### src/rtl/mul_seq_31x32.sv
// mul_seq_31x32: signed A_W x B_W multiplier built from NSLICE passes of a
// signed A_W x SLICE_W slice product, accumulated with per-slice shifts.
// Operands arrive over a valid/ready interface, and the product leaves over
// another valid/ready interface. abort cancels any operation in flight.
module mul_seq_31x32 #(
    parameter int A_W     = 31,
    parameter int SLICE_W = 8,
    parameter int B_W     = 32
) (
    input  logic                 clk,
    input  logic                 rst,
    input  logic                 in_valid,
    output logic                 in_ready,
    input  logic [A_W-1:0]       in_a,
    input  logic [B_W-1:0]       in_b,
    input  logic                 abort,
    output logic                 out_valid,
    input  logic                 out_ready,
    output logic [A_W+B_W-1:0]   out_p,
    output logic                 busy
);

    localparam int NSLICE = B_W / SLICE_W;
    localparam int K_W    = (NSLICE > 1) ? $clog2(NSLICE) : 1;
    localparam int P_W    = A_W + B_W;
    localparam int SH_W   = $clog2(B_W);
    localparam int SP_W   = A_W + SLICE_W + 1;

    typedef enum logic [1:0] {
        IDLE,
        RUN,
        DONE
    } state_t;

    state_t            state_q;
    logic [A_W-1:0]    a_q;
    logic [B_W-1:0]    b_q;
    logic [K_W-1:0]    k_q;
    logic [P_W-1:0]    acc_q;
    logic [P_W-1:0]    acc_d;
    logic [P_W-1:0]    p_q;
    logic              valid_q;

    logic [SH_W-1:0]        shamt;
    logic [SLICE_W-1:0]     dig_raw;
    logic                   last_slice;
    logic [SLICE_W:0]       dig;
    logic signed [SP_W-1:0] prod;
    logic [P_W-1:0]         term;
    logic                   accept;

    // Slice datapath. The digit becomes a (SLICE_W+1)-bit signed value:
    // lower slices are unsigned radix-2^SLICE_W digits, and only the top slice
    // carries the multiplier's sign bit.
    always_comb begin
        shamt      = SH_W'(k_q) * SH_W'(SLICE_W);
        dig_raw    = b_q[shamt +: SLICE_W];
        last_slice = (k_q == K_W'(NSLICE - 1));
        dig        = {last_slice & dig_raw[SLICE_W-1], dig_raw};
        prod       = $signed({{(SLICE_W + 1){a_q[A_W-1]}}, a_q})
                   * $signed({{A_W{dig[SLICE_W]}}, dig});
        term       = {{(P_W - SP_W){prod[SP_W-1]}}, prod} << shamt;
        acc_d      = acc_q + term;
    end

    assign in_ready  = (state_q == IDLE) | ((state_q == DONE) & out_ready);
    assign accept    = in_valid & in_ready & ~abort;
    assign busy      = (state_q == RUN);
    assign out_valid = valid_q;
    assign out_p     = p_q;

    // Handshake FSM, slice sequencing and result registers. abort wins over all other events.
    always_ff @(posedge clk or posedge rst) begin
        if (rst) begin
            state_q <= IDLE;
            a_q     <= '0;
            b_q     <= '0;
            k_q     <= '0;
            acc_q   <= '0;
            p_q     <= '0;
            valid_q <= 1'b0;
        end else begin
            case (state_q)
                IDLE: begin
                    if (accept) begin
                        a_q     <= in_a;
                        b_q     <= in_b;
                        acc_q   <= '0;
                        k_q     <= '0;
                        state_q <= RUN;
                    end
                end
                RUN: begin
                    if (abort) begin
                        acc_q   <= '0;
                        k_q     <= '0;
                        state_q <= IDLE;
                    end else begin
                        acc_q <= acc_d;
                        k_q   <= k_q + K_W'(1);
                        if (last_slice) begin
                            p_q     <= acc_d;
                            valid_q <= 1'b1;
                            state_q <= DONE;
                        end
                    end
                end
                DONE: begin
                    if (abort) begin
                        valid_q <= 1'b0;
                        state_q <= IDLE;
                    end else if (out_ready) begin
                        valid_q <= 1'b0;
                        if (accept) begin
                            a_q     <= in_a;
                            b_q     <= in_b;
                            acc_q   <= '0;
                            k_q     <= '0;
                            state_q <= RUN;
                        end else begin
                            state_q <= IDLE;
                        end
                    end
                end
                default: begin
                    valid_q <= 1'b0;
                    state_q <= IDLE;
                end
            endcase
        end
    end

endmodule

### config.mk
export PLATFORM = sky130hd
export DESIGN_NAME = mul_seq_31x32
export DESIGN_NICKNAME = d
export VERILOG_FILES = /design/src/rtl/mul_seq_31x32.sv
export SDC_FILE = /design/constraint.sdc
export NUM_CORES = 1
export LEC_CHECK = 0
export CORE_UTILIZATION = 32
export CTS_BUF_LIST = sky130_fd_sc_hd__clkbuf_4 sky130_fd_sc_hd__clkbuf_8
export CTS_CLUSTER_DIAMETER = 200
export CTS_CLUSTER_SIZE = 14
export DETAILED_ROUTE_END_ITERATION = 7
export HOLD_SLACK_MARGIN = 0.15
export PLACE_DENSITY = 0.46
export SLEW_MARGIN = 20
export SYNTH_ARGS = -nofsm -noshare
export SYNTH_HDL_FRONTEND = slang
export SYNTH_SLANG_ARGS = --single-unit
### constraint.sdc
create_clock -name clk -period 18.32 [get_ports clk]
set_clock_uncertainty 0.1 [all_clocks]
set_input_delay 4.58 -clock clk [delete_from_list [all_inputs] [get_ports clk]]
set_output_delay 4.58 -clock clk [all_outputs]
set_load 0.03 [all_outputs]
---- After elaboration in Yosys (flattened, before gate mapping) ----
Cells that the tools add are included.
word-level totals
  bits in registers ....................... 194
  word-level logic and storage cells ...... 67
cells by class
  add/sub/neg operators ................... 2
  multiply operators ...................... 1
  equality and inequality tests ........... 10
  shift operators ......................... 2
  muxes and demuxes ....................... 30
  bitwise gates (word level) .............. 7
  reductions and logical operators ........ 8
operators with widths
  kind                                                                     count
  63-bit 2-to-1 mux                                                        4
  63-bit one-hot mux with 3 select lines                                   1
  32-bit 2-to-1 mux                                                        3
  31-bit 2-to-1 mux                                                        3
  32-bit one-hot mux with 2 select lines                                   1
  63-bit adder                                                             1
  63-bit by 5-bit << shifter with 63-bit output                            1
  31-bit one-hot mux with 2 select lines                                   1
  31-bit by 9-bit multiplier with 40-bit output                            1
  32-bit by 6-bit indexed part select with 8-bit output                    1
  2-bit 2-to-1 mux                                                         9
  2-bit one-hot mux with 3 select lines                                    2
  3-bit AND reduction                                                      4
  2-bit inequality test, second input constant                             4
  1-bit 2-to-1 mux                                                         5
  1-bit bitwise AND                                                        4
  2-bit == test, second input constant                                     2
  4-bit AND reduction                                                      1
  3-bit by 2-bit inequality test with 1-bit output, second input constant  1
  3-bit inequality test, second input constant                             1
  1-bit one-hot mux with 3 select lines                                    1
  3-bit nonzero test                                                       1
  2-bit by 1-bit adder with 2-bit output, second input constant            1
  2-bit by 1-bit == test with 1-bit output, second input constant          1
  5 further kinds                                                          6

---- Depth between registers and ports, before layout ----
Gate-level depths: netlist (run 1).
  word-level depth ........................ 9
  depth in mapped cells ................... 39
  depth with buffers taken out ............ 36

---- Least setup slack after synthesis (run 1) ----
OpenSTA, ideal clock, no wires.
  path type ............................... input-to-output
  from .................................... input out_ready
  to ...................................... output in_ready
  arrival time ............................ 5125 ps
  required time ........................... 13640 ps
  slack ................................... 8515 ps
  stages .................................. 2
  path buffers ............................ 0
  path through ............................ inv_1 -> a21oi_1
on the way
  longest elaborated chain between the ends .. 2
RTL lines
  element            line  RTL
  start, declared    18    input logic out_ready,
  1-bit bitwise AND  66    assign in_ready = (state_q == IDLE) | ((state_q == DONE) & out_ready);
  1-bit OR           66
  end, declared      13    output logic in_ready,
Every way passes these cells.

---- Final worst setup path (run 1) ----
  from .................................... register k_q[0]
  to ...................................... register p_q[57] (netlist: out_p[57])
on the way
  longest elaborated chain between the ends .. 5
  elaborated cells on any way between the ends .. 7
  those cells by class .................... add/sub: 1; mul: 1; eq/ne: 1; shift: 2; bitwise: 1; reduce/logical: 1
RTL lines
  element                                                                                        line    RTL
  start, declared                                                                                38      logic [K_W-1:0] k_q;
  start signal, assigned                                                                         100     k_q <= k_q + K_W'(1);
  32-bit by 6-bit indexed part select with 8-bit output / 2-bit == test (equally long branches)  57, 58
  1-bit bitwise AND                                                                              59      dig = {last_slice & dig_raw[SLICE_W-1], dig_raw};
  31-bit by 9-bit multiplier with 40-bit output                                                  61      * $signed({{A_W{dig[SLICE_W]}}, dig});
  63-bit by 5-bit << shifter with 63-bit output                                                  62      term = {{(P_W - SP_W){prod[SP_W-1]}}, prod} << shamt;
  63-bit adder                                                                                   63      acc_d = acc_q + term;
  end signal, assigned                                                                           80      p_q <= '0;
  end signal, assigned                                                                           102     p_q <= acc_d;
  end, declared                                                                                  41      logic [P_W-1:0] p_q;
Parallel ways exist; a longest one is shown, timed or not.
A chain may end at the register's enable or synchronous reset.

==> key figures, run 1 <==
Clocking
  • CTS tree: done
  • Worst-path clk slew: 0.13 ns
  • Root Buffer: clkbuf_8
  • Hold-fix buffers, CTS: 0
  • Clock latency on the worst-skew pair: 0.60 ns
  • TritonCTS Buffers: 17
  • Post_cts resized: 0
  • CTS H-tree lvls: 4
  • # clock sinks: 194
  • Post-CTS setup repair buffer count: 0
  • Clock Path Buffers: 2

Synthesis
  • Synthesized area: approximately 20000 um^2
  • FF+latch count, synth: 194
  • Synthesized area per cell: 9.83 um^2
  • Async set or reset register ratio after synthesis: 100%
  • Synth area leaders: dfrtp_1 24%, fa_1 22%, ha_1 8.8%
  • Post-synth EDFFs: 0
  • Yosys top cell area share: 23.7%
  • Syn nets: 2523
  • Area leader, netlist: dfrtp_1
  • Sequential-to-total area share from yosys stat: 23.7%
  • Top FF cell, synth: dfrtp_1
  • Synth cell types: 75
  • Synth Instances: 2085
  • Synth warnings: 0

Setup path
  • Startpoint types: flop
  • Worst reg2reg path depth: 35
  • Most frequent cell on the critical path: fa_1
  • Critical Path Sink Type: flop
  • Classification of the worst setup path: reg2reg
  • CP Data Required Time: 18.70 ns
  • Buf+Inv Stages, Crit Path: 4
  • Critical path arrival: 11.43 ns
  • Crit Path Max Fanout: 31
  • Cell with the largest stage delay on the worst path: mux4_2
  • Critical path's largest stage delay: 0.91 ns
  • Worst path depth: 35
  • Cell family with most CP delay: compound AO/OA/AOI/OAI gates

Die
  • Die W: about 260 um
  • Row count: roughly 90
  • Die area: ~65000 um^2
  • Total core area: roughly 63000 um^2
  • # IOs: 134
  • Starting Density: 32.4%
  • Die height: about 260 um

Flow run
  • Number of max-cap violations: 0

Finish
  • Layout cell share with drive strength beyond 1: 8.94%
  • Nets: 2562
  • Layout area overhead: 12.1%

Detailed routing
  • Met2 routed wirelength: 27600 um
  • Vias per cell: 5.17
  • Post-route ant nets: 0
  • Final wirelength: a little under 60000 um
  • Drt pass-1 iters: 5
  • Met3 wire length: 1930 um
  • Routed wire length per instance: 19.8 um
  • Met1 Routed Length: 28800 um
  • Via Count: 15400
  • Starting DRT DRC Count: 1034
  • Top layer in use: met4
  • Residual DRC count: 0

Timing
  • Final Cycle Share: about three fifths
  • Actual slew at the worst max-slew pin: between 0.9 and 1 ns
  • Post-route setup TNS: 0 ns
  • Period minus WS final: 11.05 ns
  • Final hold violations: 0
  • RSZ-0062 raised after global routing: false
  • Slew HR: 34.1%
  • Final slew viol count: 0
  • # setup viols final: 0
  • Fmax: 90.5 MHz

GRT
  • Remaining Overflow, GRT: 0
  • Initial antenna violation count: 1
  • Largest net degree at the start of global routing: 79
  • First-pass GRT wire length: 95600 um
  • Tot GR Track Use: roughly a fifth
  • Vias in the first global route: 16200

Outcome
  • Status: completed

Place
  • IO Port Bufs: 133
  • DP HPWL: 45900 um
  • Final GP Congestion: 0.886

Worst hold path
  • Worst Hold Class: reg2reg
  • Worst hold stages: 2
## cell families after synthesis
kind of cell | Yosys count | synth area share (%)
AO/OA/AOI/OAI | 429 | 14.0
buffers and inverters | 284 | 5.27
XOR/XNOR | 100 | 4.31
flip-flops | 194 | 23.7
adder cells (fa/ha/maj) | 370 | 30.8
AND/OR/NAND/NOR | 555 | 13.2
multiplexers | 153 | 8.72
## sequential cells by signal, summed over array words and instances (netlist names)
signal / count
a_q: 31
acc_q: 63
b_q: 32
k_q: 2
out_p: 63
out_valid: 1
state_q: 2
## routing by layer
layer,up-vias,track usage (%)
li1,7145,-
met1,7941,27.3
met2,292,30.6
met3,47,2.51
met4,0,4.82
met5,-,0
## layout by cell type, fill, tap and decap left out, types with 6 or more instances in the layout
cell type / n
fa_1: 225
nand2_1: 208
dfrtp_1: 192
and2_1: 167
inv_1: 159
ha_1: 145
clkdlybuf4s50_1: 133
a21oi_1: 116
mux2_2: 115
nor2_1: 87
o21ai_0: 70
xnor2_1: 63
a22o_1: 58
a21o_1: 48
xor2_1: 36
mux2i_1: 29
nand3_1: 23
o21bai_1: 21
clkbuf_8: 17
a31oi_1: 15
nand4_1: 14
o21a_1: 14
o21ai_1: 12
a211oi_1: 12
and3_1: 12
nor2b_1: 9
mux4_2: 9
buf_4: 9
nor3_1: 8
a22oi_1: 6
## cells in the mapped netlist (3+ instances only)
cell / number
a2111oi_0: 4
a211oi_1: 12
a21boi_0: 3
a21o_1: 48
a21oi_1: 116
a221oi_1: 3
a22o_1: 58
a22oi_1: 6
a311oi_1: 3
a31oi_1: 15
a41oi_1: 5
and2_1: 167
and3_1: 12
and4_1: 3
buf_1: 40
buf_2: 9
clkbuf_1: 70
clkbuf_2: 3
dfrtp_1: 194
fa_1: 225
ha_1: 145
inv_1: 160
mux2_2: 115
mux2i_1: 29
mux4_2: 9
nand2_1: 209
nand2b_1: 5
nand3_1: 23
nand4_1: 14
nor2_1: 88
nor2b_1: 10
nor3_1: 8
o211ai_1: 5
o21a_1: 14
o21ai_0: 70
o21ai_1: 12
o21bai_1: 21
o22ai_1: 5
o31ai_1: 4
or2_2: 5
xnor2_1: 63
xor2_1: 36
## worst reg2reg max path, delay by kind of cell (launching register included)
family          cells  cell delay, ns
compound gates     14            3.59
simple gates        4            0.69
mux                 4            1.70
buf+inv             4            0.54
fa+ha+maj           7            3.12
xor+xnor            2            0.45
flops               1            0.76
## path summary, 6_finish.rpt
check | startpoint | to | slack (ns)
max in group asynchronous | rst | acc_q[0] | 12.49
worst min register to register | out_p[37] | out_p[37] | 0.39
min in group asynchronous | rst | out_p[58] | 4.37
worst max register to register | k_q[0] | out_p[57] | 7.27
worst max-delay path | k_q[0] | out_p[57] | 7.27
worst min-delay path | out_p[37] | out_p[37] | 0.39
## area by class of cell
class	instances	area, um^2
Timing Repair Buffer	142	1400
Fill cell	6347	40200
Inverter	162	616
Multi-Input combinational cell	1607	14600
Sequential cell	194	4860
Clock inverter	15	220
Antenna cell	1	2.50
Clock buffer	17	234
Tap cell	846	1060
## per-stage QoR
| stage | instance area (um^2) | utilization, % | hold WS, ns | setup WS, ns | cells |
|---|---|---|---|---|---|
| final | 23000 | 36.4 | 0.394 | 7.27 | 2984 |
| after global routing | 23000 | 36.4 | 0.433 | 6.57 | 2984 |
| after CTS | 23000 | 36.4 | 0.400 | 7.30 | 2983 |
| after detailed placement | 22500 | 35.6 | 0.367 | 7.37 | 2951 |
| after global placement | 22500 | 35.6 | 0.365 | 7.53 | 2951 |
| after floorplan | 20500 | - | 0.356 | 8.36 | 2085 |
Power of run 1 is not shown: default switching activity piles up to over one toggle a cycle in this logic, so the estimate is an artifact.
==> run 2: changes to the inputs <==
==> constraint.sdc (replaced) <==
create_clock -name clk -period 10.9 [get_ports clk]
set_clock_uncertainty 0.1 [all_clocks]
set_input_delay 2.725 -clock clk [delete_from_list [all_inputs] [get_ports clk]]
set_output_delay 2.725 -clock clk [all_outputs]
set_load 0.03 [all_outputs]
==> key figures, run 2 (synthesis results as in run 1) <==
Setup path
  • Cell with the largest stage delay on the worst path: mux4_2
  • Critical path's largest stage delay: 0.57 ns (-0.34 ns)
  • Critical path arrival: 10.66 ns (-0.77 ns)
  • R2r endpoint: out_p[57]
  • Critical Path Sink Type: flop
  • FF-to-FF setup slack: 0.63 ns (-6.64 ns)
  • R2R Path Start: k_q[0]
  • CP Data Required Time: 11.29 ns (-7.41 ns)
  • Startpoint types: flop
  • Worst reg2reg path depth: 33 (-5.7%)
  • Most frequent cell on the critical path: fa_1
  • Classification of the worst setup path: reg2reg
  • Crit Path Max Fanout: 21 (-32%)

Clocking
  • Hold-fix buffers, CTS: 0 (unchanged)
  • CTS H-tree lvls: 4 (unchanged)
  • # clock sinks: 194 (unchanged)
  • CTS tree: done
  • Clock latency on the worst-skew pair: 0.62 ns (+0.02 ns)
  • Root Buffer: clkbuf_8
  • TritonCTS Buffers: 17 (unchanged)
  • Worst-path clk slew: 0.15 ns (+0.02 ns)
  • Clock Path Buffers: 2 (unchanged)

Die
  • Die height: 255 um (unchanged)
  • Starting Density: 32.4% (unchanged)
  • Die area: 65100 um^2 (unchanged)
  • Row count: 92 (unchanged)
  • Total core area: 63200 um^2 (unchanged)
  • # IOs: 134 (unchanged)
  • Die W: 255 um (unchanged)

GRT
  • First-pass GRT wire length: 95200 um (-0.41%)
  • Largest net degree at the start of global routing: 122 (+54%)
  • Tot GR Track Use: 19.0% (-0.11 points)
  • Initial antenna violation count: 2 (+1)
  • Vias in the first global route: 16300 (+0.75%)
  • Remaining Overflow, GRT: 0 (unchanged)

Place
  • Final GP Congestion: 0.868 (-2.1%)
  • IO Port Bufs: 133 (unchanged)
  • Area after DPL: 22600 um^2 (+0.53%)
  • DP HPWL: 45700 um (-0.38%)

Detailed routing
  • Final wirelength: 59100 um (-0.19%)
  • Residual DRC count: 0 (unchanged)
  • Vias per cell: 5.13 (-0.73%)
  • Starting DRT DRC Count: 1018 (-1.5%)
  • Via Count: 15400 (-0.065%)
  • Post-route ant nets: 0 (unchanged)
  • Drt pass-1 iters: 5 (unchanged)
  • Routed wire length per instance: 19.7 um (-0.85%)

Timing
  • Fmax: 97.4 MHz (+7.6%)
  • Final slew viol count: 0 (unchanged)
  • # setup viols final: 0 (unchanged)
  • Slew HR: 38.5% (+4.4 points)
  • Final Cycle Share: 94.2% (+34 points)
  • Period minus WS final: 10.27 ns (-0.779 ns)
  • Actual slew at the worst max-slew pin: 0.922 ns (-0.0666 ns)
  • Final hold violations: 0 (unchanged)

Worst hold path
  • Worst Hold Class: reg2reg
  • Worst hold stages: 2 (unchanged)
  • Hold path start: out_p[21]
  • Hold EP: out_p[21]

Flow run
  • Number of max-cap violations: 0 (unchanged)

Finish
  • Most frequent cells in the layout: 225 x fa_1, 208 x nand2_1, 192 x dfrtp_1, 167 x and2_1, 159 x inv_1
  • Nets: 2580 (+0.70%)
  • Commonest non-fill, non-tap cell in the layout: fa_1
  • Layout cell share with drive strength beyond 1: 9.98% (+1.0 points)
  • Fin area: 23100 um^2 (+0.56%)
  • Layout area overhead: 12.7%

Outcome
  • Status: completed
## run 2: how the worst max path moves through the flow
stage,slack (ns),to,cells past startpoint,start
3_5_place_dp,0.48,out_p[57],35,k_q[0]
3_3_place_gp,0.52,out_p[57],35,k_q[0]
6_report,0.63,out_p[57],33,k_q[0]
5_1_grt,-0.03,out_p[62],36,k_q[0]
2_1_floorplan,1.44,out_p[57],39,k_q[0]
4_1_cts,0.39,out_p[57],35,k_q[0]
## run 2: timing repair
action,in CTS,in global routing
setup buffers,0,1
gates resized for setup,0,10
endpoints found under the setup margin,0,15
## run 2: metrics by stage
stage          hold slack, ns  setup slack (ns)  utilization, %  instances  TNS [ns]
6_report                0.393             0.634            36.6       3004         0
5_1_grt                 0.421           -0.0266            36.6       3003   -0.0489
4_1_cts                 0.402             0.391            36.4       2999         0
3_5_place_dp            0.363             0.477            35.8       2967         0
3_3_place_gp            0.375             0.524            35.8       2967         0
2_1_floorplan           0.356              1.44               -       2085         0
## run 2: critical path, delay by kind of cell (launching register included)
family | cells | cell delay [ns]
XOR/XNOR | 2 | 0.51
AND/OR/NAND/NOR | 5 | 0.81
AO/OA/AOI/OAI | 13 | 3.35
buffers and inverters | 3 | 0.62
multiplexers | 3 | 1.02
flip-flops | 1 | 0.51
adder cells (fa/ha/maj) | 7 | 3.16
## run 2: routing by layer
metal	vias up	GRT usage (%)	part of all wire (%)	routed length (um)
met5	-	0	0	0
met4	0	4.64	1.4	802
met3	48	2.64	4.3	2530
met2	354	29.8	46	27000
met1	7842	27.6	49	28700
li1	7171	-	-	-
## run 2: area by class of cell
class | instances | area [um^2]
fill | 6307 | 40100
multi-input combinational | 1607 | 14600
sequential | 194 | 4860
timing repair buffer | 160 | 1550
tap | 846 | 1060
inverter | 162 | 616
clock buffer | 18 | 241
clock inverter | 14 | 139
antenna | 3 | 7.51
Power of run 2 is left out for the same reason.
==> run 3: changes to the inputs <==
--- a/config.mk
+++ b/config.mk
@@ -12,7 +12,6 @@
 export DETAILED_ROUTE_END_ITERATION = 7
 export HOLD_SLACK_MARGIN = 0.15
 export PLACE_DENSITY = 0.46
-export SLEW_MARGIN = 20
 export SYNTH_ARGS = -nofsm -noshare
 export SYNTH_HDL_FRONTEND = slang
 export SYNTH_SLANG_ARGS = --single-unit
==> constraint.sdc (replaced) <==
create_clock -name clk -period 10.15 [get_ports clk]
set_clock_uncertainty 0.1 [all_clocks]
set_input_delay 2.5375 -clock clk [delete_from_list [all_inputs] [get_ports clk]]
set_output_delay 2.5375 -clock clk [all_outputs]
set_load 0.03 [all_outputs]
==> key figures, run 3 (synthesis results as in run 1) <==
Detailed routing
  • Routed wire length per instance: 20.0 um (+1.6%)
  • Starting DRT DRC Count: 969 (-4.8%)
  • Vias per cell: 5.09 (-0.77%)
  • Via Count: 15400 (+0.12%)
  • Final wirelength: 60600 um (+2.5%)
  • Post-route ant nets: 0 (unchanged)
  • Residual DRC count: 0 (unchanged)
  • Drt pass-1 iters: 5 (unchanged)

Die
  • # IOs: 134 (unchanged)
  • Row count: 92 (unchanged)
  • Starting Density: 32.4% (unchanged)
  • Die W: 255 um (unchanged)
  • Total core area: 63200 um^2 (unchanged)
  • Die area: 65100 um^2 (unchanged)
  • Die height: 255 um (unchanged)

GRT
  • Vias in the first global route: 16300 (-0.34%)
  • Remaining Overflow, GRT: 0 (unchanged)
  • First-pass GRT wire length: 96900 um (+1.8%)
  • Largest net degree at the start of global routing: 122 (unchanged)
  • Tot GR Track Use: 19.6% (+0.53 points)
  • Initial antenna violation count: 2 (unchanged)

Place
  • Area after DPL: 22800 um^2 (+0.66%)
  • IO Port Bufs: 133 (unchanged)
  • Final GP Congestion: 0.888 (+2.3%)
  • DP HPWL: 46500 um (+1.7%)
  • Setup WS pre-CTS: -0.175 ns (-0.652 ns)

Clocking
  • Root Buffer: clkbuf_8
  • Worst-path clk slew: 0.13 ns (-0.02 ns)
  • CTS tree: done
  • Clock Path Buffers: 2 (unchanged)
  • TritonCTS Buffers: 17 (unchanged)
  • Hold-fix buffers, CTS: 0 (unchanged)
  • # clock sinks: 194 (unchanged)
  • Clock latency on the worst-skew pair: 0.59 ns (-0.03 ns)
  • CTS H-tree lvls: 4 (unchanged)

Timing
  • Slew HR: 35.7% (-2.8 points)
  • Final worst slack: 0.483 ns (-0.151 ns)
  • Hold slack final: 0.405 ns (+0.0116 ns)
  • Actual slew at the worst max-slew pin: 0.964 ns (+0.0418 ns)
  • Period minus WS final: 9.67 ns (-0.599 ns)
  • Final slew viol count: 0 (unchanged)
  • Final Cycle Share: 95.2% (+1.1 points)
  • # setup viols final: 0 (unchanged)
  • Post-route setup TNS: 0 ns (unchanged)
  • Final hold violations: 0 (unchanged)
  • Fmax: 103 MHz (+6.2%)

Setup path
  • Classification of the worst setup path: reg2reg
  • Critical path's largest stage delay: 0.92 ns (+0.35 ns)
  • Critical Path Sink Type: flop
  • R2r endpoint: acc_q[62]
  • Worst reg2reg path depth: 33 (unchanged)
  • FF-to-FF setup slack: 0.48 ns (-0.15 ns)
  • Critical path arrival: 10.01 ns (-0.65 ns)
  • CP Data Required Time: 10.50 ns (-0.79 ns)
  • Cell with the largest stage delay on the worst path: mux4_1
  • R2R Path Start: k_q[0]
  • Startpoint types: flop
  • Most frequent cell on the critical path: fa_1
  • Crit Path Max Fanout: 15 (-29%)

Finish
  • Multi-input gate area: 14800 um^2 (+0.97%)
  • Fillers: 6314 (+0.11%)
  • Layout area overhead: 14.8%
  • Layout cell share with drive strength beyond 1: 11.8% (+1.8 points)
  • FF+latch area: 4860 um^2 (+0.10%)
  • Nets: 2609 (+1.1%)
  • Commonest non-fill, non-tap cell in the layout: fa_1
  • Most frequent cells in the layout: 225 x fa_1, 208 x nand2_1, 192 x dfrtp_1, 167 x and2_1, 159 x inv_1
  • Fin area: 23500 um^2 (+1.9%)

Worst hold path
  • Worst hold stages: 2 (unchanged)
  • Hold EP: out_p[13]
  • Hold path start: out_p[13]
  • Worst Hold Class: reg2reg

Outcome
  • Status: completed

Flow run
  • Number of max-cap violations: 0 (unchanged)
==> run 3: worst max-delay path, delay by kind of cell, from the launching register on <==
kind / cells / cell delay (ns)
multiplexers: 1 / 0.92
XOR/XNOR: 3 / 0.61
adder cells (fa/ha/maj): 7 / 2.98
AO/OA/AOI/OAI: 18 / 3.72
buffers and inverters: 2 / 0.33
flip-flops: 1 / 0.46
AND/OR/NAND/NOR: 2 / 0.38
==> run 3: timing repair <==
item                                    in CTS  in global routing
setup buffers                                0                  9
cloned                                       2                  0
pin swaps                                    0                  2
resized for setup                            4                 27
endpoints found under the setup margin      10                 33
==> run 3: layout make-up <==
class | instances | area share [%]
Clock inverter | 15 | 1.00
Clock buffer | 17 | 0.994
Multi-Input combinational cell | 1609 | 62.8
Sequential cell | 194 | 20.7
Antenna cell | 1 | 0.0106
Inverter | 162 | 2.62
Timing Repair Buffer | 187 | 7.45
Tap cell | 846 | 4.50
==> run 3: worst max-delay path by stage <==
stage	from	to	cells past startpoint
2_1_floorplan	k_q[0]	out_p[57]	39
3_3_place_gp	k_q[0]	out_p[56]	36
3_5_place_dp	k_q[0]	out_p[56]	36
4_1_cts	k_q[0]	out_p[56]	33
5_1_grt	k_q[0]	acc_q[62]	36
6_report	k_q[0]	acc_q[62]	33
==> run 3: metrics by stage <==
stage	instances	utilization (%)
5_1_grt	3031	37.2
2_1_floorplan	2085	-
3_5_place_dp	2987	36.1
3_3_place_gp	2987	36.1
6_report	3031	37.2
4_1_cts	3021	36.9
==> run 3: metal layers <==
layer / up-vias / part of all wire (%) / track usage [%]
met2: 313 / 47 / 30.9
met5: - / 0 / 0
met1: 7832 / 48 / 28.0
met4: 0 / 1.5 / 5.29
met3: 43 / 3.3 / 2.64
li1: 7246 / - / -
Power of run 3 is left out for the same reason.
